===== config.mk =====
export PLATFORM = sky130hd
export DESIGN_NAME = uart_rx
export DESIGN_NICKNAME = d
export VERILOG_FILES = /design/src/rtl/uart_rx.sv
export SDC_FILE = /design/constraint.sdc
export NUM_CORES = 1
export LEC_CHECK = 0
export CAP_MARGIN = 10
export CORE_ASPECT_RATIO = 1.75
export CORE_MARGIN = 2
export CORE_UTILIZATION = 45
export DETAILED_ROUTE_END_ITERATION = 8
export HOLD_SLACK_MARGIN = 0.02
export PLACE_DENSITY = 0.71
export SLEW_MARGIN = 40
export SYNTH_ARGS = -nofsm -noshare
export SYNTH_HDL_FRONTEND = slang
export SYNTH_SLANG_ARGS = --single-unit
export TNS_END_PERCENT = 50

===== constraint.sdc =====
create_clock -name clk_i -period 3 [get_ports clk_i]
set_input_delay 0.45 -clock clk_i [delete_from_list [all_inputs] [get_ports clk_i]]
set_output_delay 0.45 -clock clk_i [all_outputs]
set_load 0.1 [all_outputs]

===== src/rtl/uart_rx.sv =====
// uart_rx: 16x-oversampling 8N1 UART receiver with a one-byte holding
// register on a valid/ready handshake. Flags framing errors (stop bit low)
// and overruns (byte completed while the holding register is still full).
module uart_rx #(
    parameter int BAUD_DIV = 14
) (
    input  logic       clk_i,
    input  logic       rst_i,
    input  logic       rx_i,
    output logic [7:0] data_o,
    output logic       valid_o,
    input  logic       ready_i,
    output logic       frame_err_o,
    output logic       overrun_o,
    output logic       busy_o
);

    localparam int DIV_W = (BAUD_DIV > 1) ? $clog2(BAUD_DIV) : 1;
    localparam logic [DIV_W-1:0] DIV_MAX = DIV_W'(BAUD_DIV - 1);

    typedef enum logic [2:0] {
        ST_IDLE  = 3'd0,
        ST_START = 3'd1,
        ST_DATA  = 3'd2,
        ST_STOP  = 3'd3,
        ST_BREAK = 3'd4
    } state_t;

    // Two-out-of-three vote used to reject single-sample noise.
    function automatic logic majority3(input logic a, input logic b, input logic c);
        return (a & b) | (a & c) | (b & c);
    endfunction

    logic             sync_a_r;
    logic             rxs_r;
    state_t           state_r;
    state_t           state_next_s;
    logic [DIV_W-1:0] div_r;
    logic [3:0]       s_r;
    logic [2:0]       bit_idx_r;
    logic             vote7_r;
    logic             vote8_r;
    logic [7:0]       shift_r;
    logic             deliver_r;

    logic             counting_s;
    logic             tick_s;
    logic             decide_s;
    logic             bit_end_s;
    logic             maj_s;
    logic             deliver_s;
    logic             frame_err_s;

    // Tick and sample-point decode; the divider only runs inside a frame.
    assign counting_s = (state_r == ST_START) || (state_r == ST_DATA) || (state_r == ST_STOP);
    assign tick_s     = counting_s && (div_r == DIV_MAX);
    assign decide_s   = tick_s && (s_r == 4'd9);
    assign bit_end_s  = tick_s && (s_r == 4'd15);
    assign maj_s      = majority3(vote7_r, vote8_r, rxs_r);

    // Two-flop synchroniser for the asynchronous line, idling high.
    always_ff @(posedge clk_i) begin
        if (rst_i) begin
            sync_a_r <= 1'b1;
            rxs_r    <= 1'b1;
        end else begin
            sync_a_r <= rx_i;
            rxs_r    <= sync_a_r;
        end
    end

    // Frame state register.
    always_ff @(posedge clk_i) begin
        if (rst_i) begin
            state_r <= ST_IDLE;
        end else begin
            state_r <= state_next_s;
        end
    end

    // Next-state logic plus the one-cycle delivery and framing-error strobes.
    always_comb begin
        state_next_s = state_r;
        deliver_s    = 1'b0;
        frame_err_s  = 1'b0;
        case (state_r)
            ST_IDLE: begin
                if (!rxs_r) begin
                    state_next_s = ST_START;
                end else begin
                    state_next_s = ST_IDLE;
                end
            end
            ST_START: begin
                if (decide_s && maj_s) begin
                    state_next_s = ST_IDLE;
                end else if (bit_end_s) begin
                    state_next_s = ST_DATA;
                end else begin
                    state_next_s = ST_START;
                end
            end
            ST_DATA: begin
                if (bit_end_s && (bit_idx_r == 3'd7)) begin
                    state_next_s = ST_STOP;
                end else begin
                    state_next_s = ST_DATA;
                end
            end
            ST_STOP: begin
                // Decide mid-stop-bit so a back-to-back start edge is not missed.
                if (decide_s) begin
                    if (maj_s) begin
                        state_next_s = ST_IDLE;
                        deliver_s    = 1'b1;
                    end else begin
                        state_next_s = ST_BREAK;
                        frame_err_s  = 1'b1;
                    end
                end else begin
                    state_next_s = ST_STOP;
                end
            end
            ST_BREAK: begin
                // A line held low must return high before a new frame may start.
                if (rxs_r) begin
                    state_next_s = ST_IDLE;
                end else begin
                    state_next_s = ST_BREAK;
                end
            end
            default: begin
                state_next_s = ST_IDLE;
            end
        endcase
    end

    // Oversample divider, sample counter, votes, bit index and shift register.
    always_ff @(posedge clk_i) begin
        if (rst_i) begin
            div_r     <= '0;
            s_r       <= 4'd0;
            bit_idx_r <= 3'd0;
            vote7_r   <= 1'b1;
            vote8_r   <= 1'b1;
            shift_r   <= 8'h00;
        end else if (!counting_s) begin
            div_r     <= '0;
            s_r       <= 4'd0;
            bit_idx_r <= 3'd0;
        end else begin
            if (tick_s) begin
                div_r <= '0;
                s_r   <= s_r + 4'd1;
            end else begin
                div_r <= div_r + DIV_W'(1);
            end
            if (tick_s && (s_r == 4'd7)) begin
                vote7_r <= rxs_r;
            end
            if (tick_s && (s_r == 4'd8)) begin
                vote8_r <= rxs_r;
            end
            if ((state_r == ST_DATA) && decide_s) begin
                shift_r <= {maj_s, shift_r[7:1]};
            end
            if ((state_r == ST_DATA) && bit_end_s && (bit_idx_r != 3'd7)) begin
                bit_idx_r <= bit_idx_r + 3'd1;
            end
        end
    end

    // Holding register, handshake and registered status/pulse outputs.
    always_ff @(posedge clk_i) begin
        if (rst_i) begin
            data_o      <= 8'h00;
            valid_o     <= 1'b0;
            frame_err_o <= 1'b0;
            overrun_o   <= 1'b0;
            busy_o      <= 1'b0;
            deliver_r   <= 1'b0;
        end else begin
            deliver_r   <= deliver_s;
            frame_err_o <= frame_err_s;
            busy_o      <= (state_next_s != ST_IDLE);
            overrun_o   <= 1'b0;
            if (deliver_r) begin
                if (!valid_o || ready_i) begin
                    data_o  <= shift_r;
                    valid_o <= 1'b1;
                end else begin
                    overrun_o <= 1'b1;
                end
            end else if (valid_o && ready_i) begin
                valid_o <= 1'b0;
            end
        end
    end

endmodule

* Word level (Yosys, flattened, before mapping)
Index checks and enable logic that the tools add are counted.
Widths: inputs -> output; s select.
** Cells by class
- Equality and inequality tests :: 12
- Reductions and logical operators :: 27
- Bitwise logic cells :: 9
- Multiplexer cells :: 14
- $add $sub $neg :: 3
** Operators by type and width (count)
- $eq 4x4->1 const B :: 4
- $pmux 3 s5 :: 1
- $logic_and 1x1->1 :: 11
- $reduce_and 2->1 :: 5
- $mux 3 :: 3
- $add 4x1->4 const B :: 2
- $mux 1 :: 8
- $eq 3x2->1 const B :: 2
- $eq 3x3->1 const B :: 2
- $reduce_or 3->1 :: 2
- $eq 4x3->1 const B :: 1
- $mux 2 :: 2
- $not 1->1 :: 4
- $reduce_or 2->1 :: 2
- $add 3x1->3 const B :: 1
- $and 1x1->1 :: 3
- $eq 3x1->1 const B :: 1
- $logic_not 3->1 :: 1
- $logic_or 1x1->1 :: 3
- $ne 3x3->1 const B :: 1
- $reduce_bool 3->1 :: 1
- $ne 2x1->1 const B :: 1
- $or 1x1->1 :: 2
- $reduce_bool 2->1 :: 1
- $logic_not 1->1 :: 1
** Word-level totals
- Output and inout port bits :: 12
- Word-level logic and storage cells :: 80
- Register bits :: 39

* Longest topological paths before layout
Gate-level depths: netlist of the first run.
- Word-level depth :: 9
- Depth in mapped cells :: 8

* Worst setup path after synthesis of the first run
No wires, ideal clock.
- Path kind :: reg2reg
- Start point :: register valid_o
- End point :: register data_o[0]
- Library setup time :: 128 ps
- Clock period less this slack :: 1938 ps
- Cell stages (with the launch flop) :: 5
- Data arrival time :: 1810 ps
- Slack :: 1062 ps
- Cell sequence :: dfxtp_1 inv_1 o21ai_2 mux2i_1 nor2_1
** Between the ends
- Longest elaborated chain between the ends :: 3
** Ends and longest elaborated chain
- from (decl) :: line 11 : output logic valid_o,
- from (signal assigned) :: line 177 : valid_o <= 1'b0;
- from (signal assigned) :: line 190 : valid_o <= 1'b1;
- from (signal assigned) :: line 195 : valid_o <= 1'b0;
- $logic_not 1->1 :: line 188 : if (!valid_o || ready_i) begin
- $logic_or 1x1->1 :: line 188
- $reduce_and 2->1 (no source line)
- to (signal assigned) :: line 189 : data_o <= shift_r;
- to (decl) :: line 10 : output logic [7:0] data_o,
No other way between the ends.
A chain may end at the register's enable or synchronous reset.

==> impl_metrics.yaml, run 1 <==
global_route:
  grt_max_degree: 17
  overflow: 0
  antenna_found_initial: 0
  track_usage: 0.161
  grt_pass1_wl_mm: 5.34
  grt_pass1_vias: 1229
sta:
  max_freq_ghz: 0.531
  slew_violations: 0
  tns_ns: 0
  relSlewSlack: 0.616
  hold_viol: 0
  worstMarginPinSlew_ns: 0.571
  holdWs_ns: 0.416
  skew_ns: 0.00304
  setup_violations: 0
  period_share: 0.628
  rsz0062_at_grt: "no"
  fin_crit_ns: 1.88
setup_path:
  crit_chain: "clkdlybuf4s50_1 -> or4b_1 -> a31oi_1 -> o21ai_0 -> nand3_1"
  cp_num_cells: 5
  rrSetupSlack_ns: 1.14
  crit_buf_inv: 1
  cp.required_ns: 3.24
  crit_fanout: 16
  cp_top_family: "buffers and inverters"
  cp.arrival_ns: 2.12
  r2r-end: "shift_r[2]$_SDFFE_PP0P_"
  cp-end-kind: "flip-flop"
  path_class: "in -> reg"
  slowest_stage: "clkdlybuf4s50_1"
  r2r_cells: 5
  critPathLaunchType: "input pin"
  slowest_delay_ns: 0.69
  r2r-start: "div_r[0]$_SDFF_PP0_"
route:
  num_vias: 1270
  viasPerCell: 5.36
  drt_pass1_iterations: 4
  drc: 0
  antenna_left: 0
  wl_per_cell_um: 13.0
  drtIter0Drc: 23
  routed_wl_mm: 3.09
power_and_ir_drop:
  total_power_w: 0.00100
  vdd_drop_max_mv: 0.486
  powerDensity_nw_per_um2: 514
  p_leak_nw: 0.791
synthesis:
  ys_seq_area_frac: 0.455
  synth_ff_type: "dfxtp_1"
  synth_edf_count: 0
  avgSynthCellArea_um2: 9.75
  yosys.area.top_type: "dfxtp_1"
  synth-async-reset-ratio: 0
  synth_cell_types: 39
  syn_nets: 187
  syn-cell-area_um2: 1720
  synthTopCellsByArea: "dfxtp_1, mux2i_1, nor2_1"
  synthCells: 176
  ys_ff_latch: 39
  yosysTopAreaCellShare: 0.455
  ys_warn_count: 0
worst_hold_path:
  min_from: "sync_a_r$_SDFF_PP1_"
  hp-class: "reg -> reg"
  holdPathEnd: "rxs_r$_SDFF_PP1_"
  min_path_cells: 1
cts:
  cts-root-buf: "clkbuf_8"
  cts_resized: 0
  cts_hold_buf: 0
  clk_pin_slew_ns: 0.07
  cts_buffers: 5
  cts_tree: "yes"
  postCtsSetupRepairBufs: 0
  clk_latency_ns: 0.29
  htree_levels: 2
  clockBufferDepth: 2
  cts_sinks: 39
die:
  die_w_um: 50.7
  initial_utilization: 0.473
  die_h_um: 85.7
  io_pins: 16
  die_area_um2: 4340
  coreArea_um2: 3630
  rows: 29
placed_design:
  place_congestion: 0.850
  portBuffers: 15
  hpwlAfterDp_mm: 2.24
  placed_area_um2: 1830
run:
  drv_cap: 0
final_layout:
  post-route-cell-area_um2: 1950
  antennaDiodeCount: 0
  syn_to_final_growth_pct: 13.5
  nets: 201
  drive_gt1_frac: 0.152
outcome:
  outcome: "completed"
-- layout by cell type (no fill, tap or decap), drive strengths merged, types with 2 or more instances in the layout --
master / instances
o21ai: 9
nand4: 2
dfxtp: 39
xor2: 2
xnor2: 2
and4b: 2
mux2i: 17
a21oi: 7
buf: 13
clkbuf: 6
inv: 7
nor4b: 2
clkdlybuf4s50: 3
nor3b: 3
nand3b: 3
or2: 2
ha: 7
nand3: 8
and4: 2
nor2: 29
nand2: 6
nor3: 5
-- synth_stat cells, types with 3 or more instances --
library cell,n
nand3b_1,3
nand2_1,6
nor3_1,5
nor2_1,29
inv_1,7
nand3_1,8
clkbuf_1,3
ha_1,7
buf_6,4
mux2i_1,17
o21ai_0,7
a21oi_1,7
dfxtp_1,39
-- logic make-up (layout without fill, tap and decap cells) --
kind of cell,Yosys count,after routing,share of synthesized area
adder cells (fa/ha/maj),8,8,0.0569
buffers and inverters,16,31,0.0569
AO/OA/AOI/OAI,21,21,0.0766
AND/OR/NAND/NOR,71,71,0.235
flip-flops,39,39,0.455
XOR/XNOR,4,4,0.0204
multiplexers,17,17,0.0992
-- final cells by class --
cell class	instances	area [um^2]
fillers	370	1680
multi-input cells	121	837
flip-flops and latches	39	781
repair buffers	16	128
clock buffers	6	82.6
well taps	46	57.6
clock inverters	2	35.0
inverters	7	26.3
-- worst max path at each step --
stage / startpoint / slack, ns / end
after floorplan: valid_o$_SDFFE_PP0P_ / 1.06 / data_o[0]$_SDFFE_PP0P_
after global placement: rst_i / 0.85 / state_r[0]$_SDFF_PP0_
after detailed placement: rst_i / 0.82 / state_r[0]$_SDFF_PP0_
after CTS: rst_i / 1.13 / state_r[0]$_SDFF_PP0_
after global routing: rst_i / 1.0 / state_r[0]$_SDFF_PP0_
final: rst_i / 1.12 / state_r[0]$_SDFF_PP0_
-- sequential cells by signal, summed over array words and instances, names as in the netlist --
signal,cells
shift_r,8
bit_idx_r,3
sync_a_r,1
busy_o,1
valid_o,1
vote8_r,1
overrun_o,1
div_r,4
deliver_r,1
rxs_r,1
state_r,3
data_o,8
vote7_r,1
s_r,4
frame_err_o,1
-- metrics by stage --
stage	util	std cells	worst slack, ns
final	0.537	237	1.12
after global routing	0.537	237	0.996
after CTS	0.537	237	1.13
after detailed placement	0.504	229	0.818
after global placement	0.504	229	0.854
after floorplan	-	176	1.06
-- routing by layer --
metal,GRT usage,share of wire
met1,0.174,0.42
met2,0.283,0.52
met3,0.0418,0.039
met4,0.0811,0.024
met5,0,0
-- report_power, final --
part | switching, W | internal (W) | total, W
Combinational | 0.0000197 | 0.0000110 | 0.0000307
Sequential | 0.00000392 | 0.000521 | 0.000525
Clock | 0.000176 | 0.000269 | 0.000445
Total | 0.000200 | 0.000801 | 0.00100
(Power assumes the default switching activity.)
==> run 2, diff against run 1 <==
--- a/config.mk
+++ b/config.mk
@@ -11,7 +11,7 @@
 export CORE_UTILIZATION = 45
 export DETAILED_ROUTE_END_ITERATION = 8
 export HOLD_SLACK_MARGIN = 0.02
-export PLACE_DENSITY = 0.71
+export PLACE_DENSITY = 0.74
 export SLEW_MARGIN = 40
 export SYNTH_ARGS = -nofsm -noshare
 export SYNTH_HDL_FRONTEND = slang
==> constraint.sdc (replaced) <==
create_clock -name clk_i -period 1.6 [get_ports clk_i]
set_input_delay 0.24 -clock clk_i [delete_from_list [all_inputs] [get_ports clk_i]]
set_output_delay 0.24 -clock clk_i [all_outputs]
set_load 0.1 [all_outputs]
==> run 2 against run 1 <==
Final area grew 16%; first-iteration DRC count grew 87%; sequential power grew 87%; largest cell class unchanged; global-route usage grew 2.0 points.
==> impl_metrics.yaml, run 2 (synthesis results as in run 1) <==
final_layout:
  final_common_cell: "dfxtp_1"
  mostFrequentLayoutCells: "dfxtp_1, nor2_1, mux2i_1"
  syn_to_final_growth_pct: 31.9
  largestRegisters: "data_o (8), shift_r (8)"
  final_cells: 250
  nFillCells: 294
  antennaDiodeCount: 0
  drive_gt1_frac: 0.275
  nets: 215
setup_path:
  critPathLaunchType: "flip-flop"
  r2r-end: "shift_r[5]$_SDFFE_PP0P_"
  r2r_cells: 7
  cp.required_ns: 1.77
  cp-end-kind: "flip-flop"
  cp.arrival_ns: 1.72
  path_class: "reg -> reg"
  rrSetupSlack_ns: 0.06
  crit_fanout: 8
  r2r-start: "s_r[1]$_SDFFE_PP0P_"
global_route:
  grt_max_degree: 23
  antenna_found_initial: 0
  overflow: 0
  track_usage: 0.181
  grt_pass1_vias: 1482
  grt_pass1_wl_mm: 6.11
cts:
  clockBufferDepth: 2
  cts_buffers: 5
  cts_sinks: 39
  htree_levels: 2
  cts-root-buf: "clkbuf_8"
  cts_tree: "yes"
  cts_hold_buf: 0
  clk_latency_ns: 0.28
  clk_pin_slew_ns: 0.07
sta:
  tns_ns: 0
  skew_ns: 0.00380
  max_freq_ghz: 0.648
  holdWs_ns: 0.419
  fin_crit_ns: 1.54
  period_share: 0.964
  worstMarginPinSlew_ns: 0.396
  slew_violations: 0
  hold_viol: 0
  rsz0062_at_grt: "yes"
  relSlewSlack: 0.734
  setup_violations: 0
placed_design:
  hpwlAfterDp_mm: 2.69
  place_congestion: 0.879
  portBuffers: 15
  post-place-cells: 242
power_and_ir_drop:
  combPwrFrac: 0.039
  total_power_w: 0.00183
  p_switching_w: 0.000366
  p_leak_nw: 0.895
  swShare: 0.200
  vdd_drop_max_mv: 0.886
  pwr-share-seq: 0.538
  power.share.clock: 0.423
  p_int_w: 0.00146
  powerDensity_nw_per_um2: 808
worst_hold_path:
  min_path_cells: 1
  min_from: "sync_a_r$_SDFF_PP1_"
  hp-class: "reg -> reg"
  holdPathEnd: "rxs_r$_SDFF_PP1_"
die:
  die_area_um2: 4340
  die_h_um: 85.7
  rows: 29
  io_pins: 16
  die_w_um: 50.7
  initial_utilization: 0.473
  coreArea_um2: 3630
route:
  antenna_left: 0
  drc: 0
  drt-met1-wl_mm: 1.35
  drt_pass1_iterations: 4
  top_layer_used: "met4"
  num_vias: 1372
  routed_wl_mm: 3.61
  drtIter0Drc: 43
  viasPerCell: 5.49
  dr_wl_met3_um: 139
  wl_met2_mm: 2.02
  wl_per_cell_um: 14.5
outcome:
  outcome: "completed"
run:
  drv_cap: 0
## run 2: routing by layer
layer / vias up / global-route usage
met5: - / 0
met4: 0 / 0.0835
met3: 10 / 0.0470
met2: 41 / 0.348
met1: 657 / 0.171
li1: 664 / -
## run 2: worst max path at each step
stage	from	end	slack (ns)	depth (start not counted)
final	s_r[1]$_SDFFE_PP0P_	shift_r[5]$_SDFFE_PP0P_	0.06	7
after global routing	div_r[1]$_SDFF_PP0_	vote8_r$_SDFFE_PP1P_	-0.02	6
after CTS	div_r[1]$_SDFF_PP0_	state_r[1]$_SDFF_PP0_	0.001	6
after detailed placement	rst_i	state_r[0]$_SDFF_PP0_	-0.04	5
after global placement	rst_i	state_r[0]$_SDFF_PP0_	-0.02	5
after floorplan	valid_o$_SDFFE_PP0P_	data_o[0]$_SDFFE_PP0P_	0.007	4
## run 2: layout make-up
cell class	instances	area (um^2)	area share
timing repair buffer	30	412	0.182
multi-input combinational	121	878	0.388
inverter	7	26.3	0.0116
tap	46	57.6	0.0254
clock buffer	6	72.6	0.0321
clock inverter	1	30.0	0.0133
sequential	39	787	0.348
## run 2: metrics by stage
step | setup slack (ns) | utilization | cell area [um^2]
global route | -0.0201 | 0.624 | 2260
global placement | -0.0191 | 0.580 | 2100
detailed placement | -0.0426 | 0.580 | 2100
finish | 0.0577 | 0.624 | 2260
floorplan | 0.00699 | - | 1720
CTS | 0.00120 | 0.608 | 2210
## run 2: worst max-delay path, stage by stage (launching register included)
cell and delay (ns):
dfxtp_1 0.34, inv_2 0.08, ha_1 0.15, and3b_2 0.21, and4_4 0.24, buf_12 0.13
mux2i_1 0.21, nor2_1 0.06
## run 2: what timing repair did
action,CTS,global route
gates resized for setup,1,19
pin swaps,0,1
buffers inserted,0,1
setup endpoints to repair,1,15
## run 2: power groups by stage
stage                     combinational [W]  clock [W]  sequential, W
after detailed placement          0.0000684          0        0.00101
after global routing              0.0000774   0.000834       0.000984
final                             0.0000714   0.000774       0.000983
after global placement            0.0000672          0        0.00100
after CTS                         0.0000690   0.000798       0.000982
after floorplan                   0.0000333          0        0.00101
==> run 3, diff against run 2 <==
--- a/config.mk
+++ b/config.mk
@@ -11,7 +11,7 @@
 export CORE_UTILIZATION = 45
 export DETAILED_ROUTE_END_ITERATION = 8
 export HOLD_SLACK_MARGIN = 0.02
-export PLACE_DENSITY = 0.74
+export PLACE_DENSITY = 0.71
 export SLEW_MARGIN = 40
 export SYNTH_ARGS = -nofsm -noshare
 export SYNTH_HDL_FRONTEND = slang
==> constraint.sdc (replaced) <==
create_clock -name clk_i -period 1.7 [get_ports clk_i]
set_input_delay 0.255 -clock clk_i [delete_from_list [all_inputs] [get_ports clk_i]]
set_output_delay 0.255 -clock clk_i [all_outputs]
set_load 0.1 [all_outputs]
==> run 3 against run 2 <==
Non-clock buffer count shrank 3; power grew 3.2%; flip-flop and latch count stayed put; utilization is 1.8 points lower; combinational power is 14% lower; critical endpoint is now bit_idx_r[0]$_SDFFE_PP0P_; highest routed layer unchanged.
==> impl_metrics.yaml, run 3 (synthesis results as in run 1) <==
die:
  die_w_um: 50.7
  die_h_um: 85.7
  die_area_um2: 4340
  io_pins: 16
  initial_utilization: 0.473
  coreArea_um2: 3630
  rows: 29
global_route:
  grt_pass1_wl_mm: 6.02
  track_usage: 0.187
  grt_max_degree: 17
  overflow: 0
  grt_pass1_vias: 1347
  antenna_found_initial: 0
cts:
  postCtsSetupRepairBufs: 0
  clk_pin_slew_ns: 0.07
  clk_latency_ns: 0.30
  cts_resized: 0
  cts_tree: "yes"
  clockBufferDepth: 2
  cts_hold_buf: 0
  cts-root-buf: "clkbuf_8"
  cts_sinks: 39
  htree_levels: 2
  cts_buffers: 5
placed_design:
  hpwlAfterDp_mm: 2.73
  placed_area_um2: 2060
  post-place-cells: 240
  portBuffers: 15
  place_congestion: 0.890
sta:
  period_share: 0.948
  fin_crit_ns: 1.61
  relSlewSlack: 0.757
  slew_violations: 0
  worstMarginPinSlew_ns: 0.364
  max_freq_ghz: 0.620
  holdWs_ns: 0.416
  tns_ns: 0
  hold_viol: 0
  setup_violations: 0
  skew_ns: 0.00423
  rsz0062_at_grt: "no"
power_and_ir_drop:
  vdd_drop_max_mv: 0.846
  p_leak_nw: 0.883
  powerDensity_nw_per_um2: 858
final_layout:
  post-route-cell-area_um2: 2200
  largestRegisters: "data_o (8), shift_r (8)"
  syn_to_final_growth_pct: 28.2
  final_cells: 248
  antennaDiodeCount: 0
  final_common_cell: "dfxtp_1"
  mostFrequentLayoutCells: "dfxtp_1, nor2_1, mux2i_1"
  drive_gt1_frac: 0.203
  nets: 212
run:
  drv_cap: 0
worst_hold_path:
  hp-class: "reg -> reg"
route:
  viasPerCell: 5.50
  drt_pass1_iterations: 4
  drtIter0Drc: 44
  wl_per_cell_um: 14.5
  drc: 0
  antenna_left: 0
  routed_wl_mm: 3.60
  num_vias: 1363
setup_path:
  cp-end-kind: "flip-flop"
  cp.required_ns: 1.93
  crit_fanout: 6
  critPathLaunchType: "flip-flop"
  cp.arrival_ns: 1.84
  path_class: "reg -> reg"
outcome:
  outcome: "completed"
run 3: layer usage:
metal  track usage  vias to the layer above  wire [um]
li1              -                      660          -
met1         0.176                      652       1260
met2         0.349                       40       2070
met3        0.0523                       11        150
met4         0.106                        0        122
met5             0                        -          0
run 3: per-stage QoR:
stage / setup slack (ns) / utilization / total power (W)
final: 0.0880 / 0.606 / 0.00189
after detailed placement: 0.0566 / 0.569 / 0.00101
after global routing: 0.0182 / 0.606 / 0.00196
after global placement: 0.124 / 0.569 / 0.00101
after floorplan: 0.107 / - / 0.000984
after CTS: 0.0440 / 0.605 / 0.00191
run 3: worst max-delay path, cell delays in order (launching register included):
cell     delay, ns
dfxtp_1       0.38
ha_1          0.19
and3_2        0.24
buf_4         0.13
nand4_4       0.10
or3_1         0.37
a21oi_1       0.14
run 3: layout make-up:
type | count | area [um^2]
Fill cell | 312 | 1430
Multi-Input combinational cell | 121 | 840
Sequential cell | 39 | 782
Timing Repair Buffer | 27 | 360
Clock buffer | 6 | 72.6
Clock inverter | 2 | 60.1
Tap cell | 46 | 57.6
Inverter | 7 | 26.3
run 3: final timing paths:
check	startpoint	cells after the start	slack [ns]	to
min	sync_a_r$_SDFF_PP1_	1	0.42	rxs_r$_SDFF_PP1_
max	div_r[0]$_SDFF_PP0_	6	0.09	bit_idx_r[0]$_SDFFE_PP0P_
max reg2reg	div_r[0]$_SDFF_PP0_	6	0.09	bit_idx_r[0]$_SDFFE_PP0P_
min reg2reg	sync_a_r$_SDFF_PP1_	1	0.42	rxs_r$_SDFF_PP1_
run 3: report_power, final:
| group | switching, W | internal (W) |
|---|---|---|
| logic | 0.0000356 | 0.0000256 |
| clock network | 0.000313 | 0.000586 |
| registers | 0.00000743 | 0.000919 |
